## src/rtl/arb_pkg.sv

```systemverilog
// Shared types and index helpers for the hold/round-robin arbiter.
// Helpers work on a 64-bit canvas so any legal port count can slice its own width.
package arb_pkg;

  localparam int MAX_PORTS = 64;
  localparam int MAX_IDX_W = 6;

  typedef enum logic [0:0] {
    IDLE  = 1'b0,
    GRANT = 1'b1
  } state_e;

  function automatic logic [MAX_PORTS-1:0] onehot(input logic [MAX_IDX_W-1:0] idx);
    logic [MAX_PORTS-1:0] vec;
    vec      = {MAX_PORTS{1'b0}};
    vec[idx] = 1'b1;
    return vec;
  endfunction

  // Scans from the top so the last hit is the lowest set bit.
  function automatic logic [MAX_IDX_W-1:0] lowest_set(input logic [MAX_PORTS-1:0] vec);
    logic [MAX_IDX_W-1:0] idx;
    idx = {MAX_IDX_W{1'b0}};
    for (int i = MAX_PORTS - 1; i >= 0; i--) begin
      if (vec[i]) begin
        idx = MAX_IDX_W'(i);
      end
    end
    return idx;
  endfunction

endpackage

```

## src/rtl/hold_rr_arbiter_rr_pick.sv

```systemverilog
// Combinational selector: lowest requester in fixed mode, first requester
// at or above ptr (wrapping) in round-robin mode via a masked/unmasked double pick.
module rr_pick
  import arb_pkg::*;
#(
  parameter int NUM_PORTS = 4,
  parameter int IDX_W     = $clog2(NUM_PORTS)
) (
  input  logic [NUM_PORTS-1:0] req_i,
  input  logic [IDX_W-1:0]     ptr_i,
  input  logic                 mode_i,
  output logic [NUM_PORTS-1:0] pick_o,
  output logic [IDX_W-1:0]     idx_o
);

  logic [NUM_PORTS-1:0] mask_ge_s;
  logic [NUM_PORTS-1:0] masked_s;
  logic [NUM_PORTS-1:0] src_s;
  logic [MAX_IDX_W-1:0] idx_full_s;
  logic [MAX_PORTS-1:0] oh_full_s;
  logic                 unused_s;

  // Thermometer mask of ports at or above the pointer
  always_comb begin
    for (int i = 0; i < NUM_PORTS; i++) begin
      mask_ge_s[i] = (IDX_W'(i) >= ptr_i);
    end
  end

  assign masked_s = req_i & mask_ge_s;

  // Fall back to the unmasked vector when nothing sits at or above ptr
  always_comb begin
    if (mode_i && (masked_s != {NUM_PORTS{1'b0}})) begin
      src_s = masked_s;
    end else begin
      src_s = req_i;
    end
  end

  assign idx_full_s = lowest_set(MAX_PORTS'(src_s));
  assign oh_full_s  = onehot(idx_full_s);
  assign idx_o      = idx_full_s[IDX_W-1:0];
  assign pick_o     = oh_full_s[NUM_PORTS-1:0] & req_i;
  assign unused_s   = (^oh_full_s) ^ (^idx_full_s);

endmodule

```

## src/rtl/hold_rr_arbiter.sv

```systemverilog
// Arbiter with a registered one-hot grant held until release (done, request
// drop or MAX_HOLD timeout), selectable fixed-priority or round-robin.
module hold_rr_arbiter
  import arb_pkg::*;
#(
  parameter int NUM_PORTS = 4,
  parameter int MAX_HOLD  = 16,
  parameter int IDX_W     = $clog2(NUM_PORTS),
  parameter int CNT_W     = $clog2(MAX_HOLD + 1)
) (
  input  logic                 clk_i,
  input  logic                 reset_i,
  input  logic                 en_i,
  input  logic                 mode_i,
  input  logic [NUM_PORTS-1:0] req_i,
  input  logic                 done_i,
  output logic [NUM_PORTS-1:0] gnt_o,
  output logic [IDX_W-1:0]     gnt_idx_o,
  output logic                 gnt_valid_o,
  output logic                 timeout_o
);

  localparam logic [CNT_W-1:0] CNT_MAX  = CNT_W'(MAX_HOLD);
  localparam logic [CNT_W-1:0] CNT_ONE  = CNT_W'(1);
  localparam logic [IDX_W-1:0] IDX_LAST = IDX_W'(NUM_PORTS - 1);

  state_e               state_q, state_d;
  logic [NUM_PORTS-1:0] gnt_q, gnt_d;
  logic [IDX_W-1:0]     idx_q, idx_d;
  logic [IDX_W-1:0]     ptr_q, ptr_d;
  logic [CNT_W-1:0]     cnt_q, cnt_d;
  logic                 valid_q, valid_d;
  logic                 to_q, to_d;

  logic [NUM_PORTS-1:0] cand_s, pick_s;
  logic [IDX_W-1:0]     pick_idx_s, ptr_next_s, ptr_sel_s;
  logic                 own_req_s, at_max_s, rel_s;

  assign ptr_next_s = (idx_q == IDX_LAST) ? {IDX_W{1'b0}} : idx_q + IDX_W'(1);
  assign own_req_s  = req_i[idx_q];
  assign at_max_s   = (cnt_q == CNT_MAX);
  assign rel_s      = done_i || !own_req_s || at_max_s;

  // On a release decision the outgoing owner is masked off and the advanced pointer is used
  always_comb begin
    if (state_q == GRANT) begin
      cand_s    = req_i & ~gnt_q;
      ptr_sel_s = ptr_next_s;
    end else begin
      cand_s    = req_i;
      ptr_sel_s = ptr_q;
    end
  end

  rr_pick #(
    .NUM_PORTS (NUM_PORTS),
    .IDX_W     (IDX_W)
  ) u_pick (
    .req_i  (cand_s),
    .ptr_i  (ptr_sel_s),
    .mode_i (mode_i),
    .pick_o (pick_s),
    .idx_o  (pick_idx_s)
  );

  // Next-state and output decode
  always_comb begin
    state_d = state_q;
    gnt_d   = gnt_q;
    idx_d   = idx_q;
    ptr_d   = ptr_q;
    cnt_d   = cnt_q;
    valid_d = valid_q;
    to_d    = 1'b0;
    case (state_q)
      IDLE: begin
        if (en_i && (req_i != {NUM_PORTS{1'b0}})) begin
          state_d = GRANT;
          gnt_d   = pick_s;
          idx_d   = pick_idx_s;
          cnt_d   = CNT_ONE;
          valid_d = 1'b1;
        end else begin
          gnt_d   = {NUM_PORTS{1'b0}};
          idx_d   = {IDX_W{1'b0}};
          cnt_d   = {CNT_W{1'b0}};
          valid_d = 1'b0;
        end
      end
      GRANT: begin
        if (rel_s) begin
          to_d = at_max_s && !done_i && own_req_s;
          if (mode_i) begin
            ptr_d = ptr_next_s;
          end else begin
            ptr_d = ptr_q;
          end
          if (en_i && (cand_s != {NUM_PORTS{1'b0}})) begin
            gnt_d   = pick_s;
            idx_d   = pick_idx_s;
            cnt_d   = CNT_ONE;
            valid_d = 1'b1;
          end else begin
            state_d = IDLE;
            gnt_d   = {NUM_PORTS{1'b0}};
            idx_d   = {IDX_W{1'b0}};
            cnt_d   = {CNT_W{1'b0}};
            valid_d = 1'b0;
          end
        end else begin
          cnt_d = at_max_s ? cnt_q : cnt_q + CNT_ONE;
        end
      end
      default: begin
        state_d = IDLE;
        gnt_d   = {NUM_PORTS{1'b0}};
        idx_d   = {IDX_W{1'b0}};
        cnt_d   = {CNT_W{1'b0}};
        valid_d = 1'b0;
      end
    endcase
  end

  // State, pointer, counter and output registers
  always_ff @(posedge clk_i or posedge reset_i) begin
    if (reset_i) begin
      state_q <= IDLE;
      gnt_q   <= {NUM_PORTS{1'b0}};
      idx_q   <= {IDX_W{1'b0}};
      ptr_q   <= {IDX_W{1'b0}};
      cnt_q   <= {CNT_W{1'b0}};
      valid_q <= 1'b0;
      to_q    <= 1'b0;
    end else begin
      state_q <= state_d;
      gnt_q   <= gnt_d;
      idx_q   <= idx_d;
      ptr_q   <= ptr_d;
      cnt_q   <= cnt_d;
      valid_q <= valid_d;
      to_q    <= to_d;
    end
  end

  assign gnt_o       = gnt_q;
  assign gnt_idx_o   = idx_q;
  assign gnt_valid_o = valid_q;
  assign timeout_o   = to_q;

endmodule

```

## config.mk

```make
export PLATFORM = sky130hd
export DESIGN_NAME = hold_rr_arbiter
export DESIGN_NICKNAME = d
export VERILOG_FILES = /design/src/rtl/arb_pkg.sv /design/src/rtl/hold_rr_arbiter_rr_pick.sv /design/src/rtl/hold_rr_arbiter.sv
export SDC_FILE = /design/constraint.sdc
export NUM_CORES = 1
export LEC_CHECK = 0
export CAP_MARGIN = 15
export CORE_UTILIZATION = 40
export DETAILED_ROUTE_END_ITERATION = 10
export SYNTH_ARGS = -nofsm -noshare
export SYNTH_HDL_FRONTEND = slang
export SYNTH_SLANG_ARGS = --single-unit
```

## constraint.sdc

```tcl
create_clock -name clk_i -period 2.4 [get_ports clk_i]
set_clock_uncertainty 0.15 [all_clocks]
set_input_delay 0.48 -clock clk_i [delete_from_list [all_inputs] [get_ports clk_i]]
set_output_delay 0.48 -clock clk_i [all_outputs]
set_load 0.02 [all_outputs]
```

==> impl_metrics.yaml <==
critical_path:
  crit_buf_inv: 1
  critPathKind: "reg2reg"
  cp_slowest_cell: "dfrtp_1"
  cp_data_arrival_time_ns: 2.27
  max_stage_delay_ns: 0.39
  end_kind: "flop"
  crit_path_start_kind: "flop"
  cp_data_required_time_ns: 2.46
  path_delay_family: "compound AO/OA/AOI/OAI gates"
  worstPathMaxFanout: 5
  path_cells: "ha_1 -> and4bb_2 -> nor4_1 -> buf_4 -> a221oi_2 -> o211ai_2 -> o32ai_2"
placed_design:
  gp_congestion: 0.9066
  hpwl_um: 1879
  dp_cells: 162
  port_buffers: 16
  post-place-ws_ns: -0.05385
die:
  rows: 18
  die_area_um2: 2846
  fp.dieH_um: 53.35
  ioPinCount: 17
  die_w_um: 53.35
  initial_core_util: 0.4258
  core_um2: 2477
drt:
  drt_first_iter_violations: 22
  first_pass_iters: 4
  totalWireLength_um: 2415
  wl_per_cell_um: 14.55
  final_antenna_net_count: 0
  vias: 949
  drc_errors: 0
  viasPerCell: 5.717
global_route:
  antenna_found_initial: 0
  gr-total-overflow: 0
  grt_max_degree: 17
  grt_usage: 0.2000
  grt_first_pass_wirelength_um: 3967
  grt_pass1_vias: 862
synth:
  synth_warnings: 0
  yosysMostFrequentCell: "dfrtp_1"
  synth_flop_cell: "dfrtp_1"
  yosys-top-cells-count: "dfrtp_1, nand2_1, nor2_1"
  netlist-cell-type-count: 42
  synth_nets: 117
  seq_area_frac_synth: 0.3796
  synth_area_leaders: "dfrtp_1, nand2_1, ha_1"
  ys_ff_latch: 16
  synth.avg_cell_area_um2: 10.05
  synth.top_cell.area_share: 0.3796
  syn_area_um2: 1055
  synth_edf_count: 0
  synthCells: 105
  synth_largest_area_cell: "dfrtp_1"
  synth-async-reset-ratio: 1.000
sta:
  tightest_slew_ns: 0.6215
  max-slew-margin-rel: 0.5852
  setup_viol_count_final: 0
  hold_viol_final: 0
  layout_min_cycle_time_ns: 2.211
  period_share: 0.9213
  rsz0062_at_grt: "false"
  finalMaxSlewViolations: 0
  finalWorstSetupSlack_ns: 0.1888
  fmax_mhz: 452.2
job:
  maxCapViolCount: 0
layout:
  syn2layout_area_growth_pct: 30.13
  fin_cells: 166
  drive_above_1_share: 0.2353
  register_area_um2: 400.4
  num-fill-cells: 229
  finalNetCount: 149
  multi_input_comb_area_um2: 609.3
  antenna_cells: 0
clock_network:
  clk_latency_ns: 0.30
  cts_resized: 0
  clock-sinks: 16
  cts-root-buf: "clkbuf_4"
  cts.hold.buffers_added: 0
  cts_buffers: 3
  htree_levels: 1
  clk_path_buf_depth: 2
  tritoncts: "yes"
  path_clk_slew_ns: 0.10
  post_cts_buffers: 0
power_and_ir_drop:
  powerDensity_nw_per_um2: 918.2
  leakagePower_uw: 0.0005959
  peakVddDrop_mv: 0.5731
run_status:
  status: "completed"
worst_hold_path:
  min_path_type: "reg2reg"
-- cells in the final DEF (no fill, tap or decap), types with 2 or more instances in the layout --
cell	synthesis	routed
dfrtp_1	16	16
clkdlybuf4s50_1	0	16
nand2_1	14	14
buf_4	0	12
nor2_1	10	10
nand3_1	5	5
inv_1	5	5
nand3b_2	3	3
nand3b_1	3	3
a21boi_1	3	3
a31oi_1	3	3
mux2_1	3	3
a21oi_1	3	3
o22ai_1	3	3
ha_1	3	3
clkbuf_4	0	3
and2_1	2	2
xor2_1	2	2
-- flip-flops by register name (all words and copies together) (netlist names) --
name	cells
timeout_o	1
gnt_valid_o	1
state_q	1
gnt_idx_o	2
ptr_q	2
gnt_o	4
cnt_q	5
-- layer usage --
metal,vias to the layer above,share of wire,track usage
met3,6,0.047,0.04023
li1,450,-,-
met4,0,0.015,0.08772
met1,460,0.48,0.2727
met5,-,0,0
met2,33,0.45,0.3000
-- cells by family after synthesis --
kind of cell,share of synthesized area
buffers and inverters,0.04270
flip-flops,0.3796
multiplexers,0.05338
adder cells (fa/ha/maj),0.03559
AO/OA/AOI/OAI,0.2266
AND/OR/NAND/NOR,0.2373
XOR/XNOR,0.02492
-- worst paths after layout --
kind                                           from                   end  slack [ns]  cells past startpoint
max in group asynchronous                   reset_i  cnt_q[4]$_DFFE_PP0P_        1.31                      2
max reg2reg                gnt_idx_o[0]$_DFFE_PP0P_  gnt_o[3]$_DFFE_PP0P_        0.19                      7
min in group asynchronous                   reset_i  gnt_o[1]$_DFFE_PP0P_        0.39                      2
max                        gnt_idx_o[0]$_DFFE_PP0P_  gnt_o[3]$_DFFE_PP0P_        0.19                      7
min reg2reg                    ptr_q[0]$_DFFE_PP0P_  ptr_q[0]$_DFFE_PP0P_        0.38                      1
min                            ptr_q[0]$_DFFE_PP0P_  ptr_q[0]$_DFFE_PP0P_        0.38                      1
-- report_power, final --
part	internal (uW)	switching, uW
combinational	327	337
clock	92.6	95.6
sequential	336	71.0
-- through the flow --
stage,power [uW],hold slack (ns),cell area (um2),utilization,setup TNS [ns]
floorplan,843.4,0.2437,1055,-,0
global placement,1069,0.3363,1336,0.5394,-0.1348
detailed placement,1075,0.3534,1336,0.5394,-0.2635
CTS,1266,0.3768,1373,0.5540,0
global route,1346,0.4049,1373,0.5540,0
finish,1260,0.3758,1373,0.5540,0
-- final cells by class --
cell class                      count  share of cell area
Sequential cell                    16              0.2917
Inverter                            5             0.01367
Tap cell                           30             0.02735
Clock buffer                        4             0.02644
Timing Repair Buffer               29              0.1969
Multi-Input combinational cell     82              0.4439
Note: power is estimated with default switching activity, not from simulation.
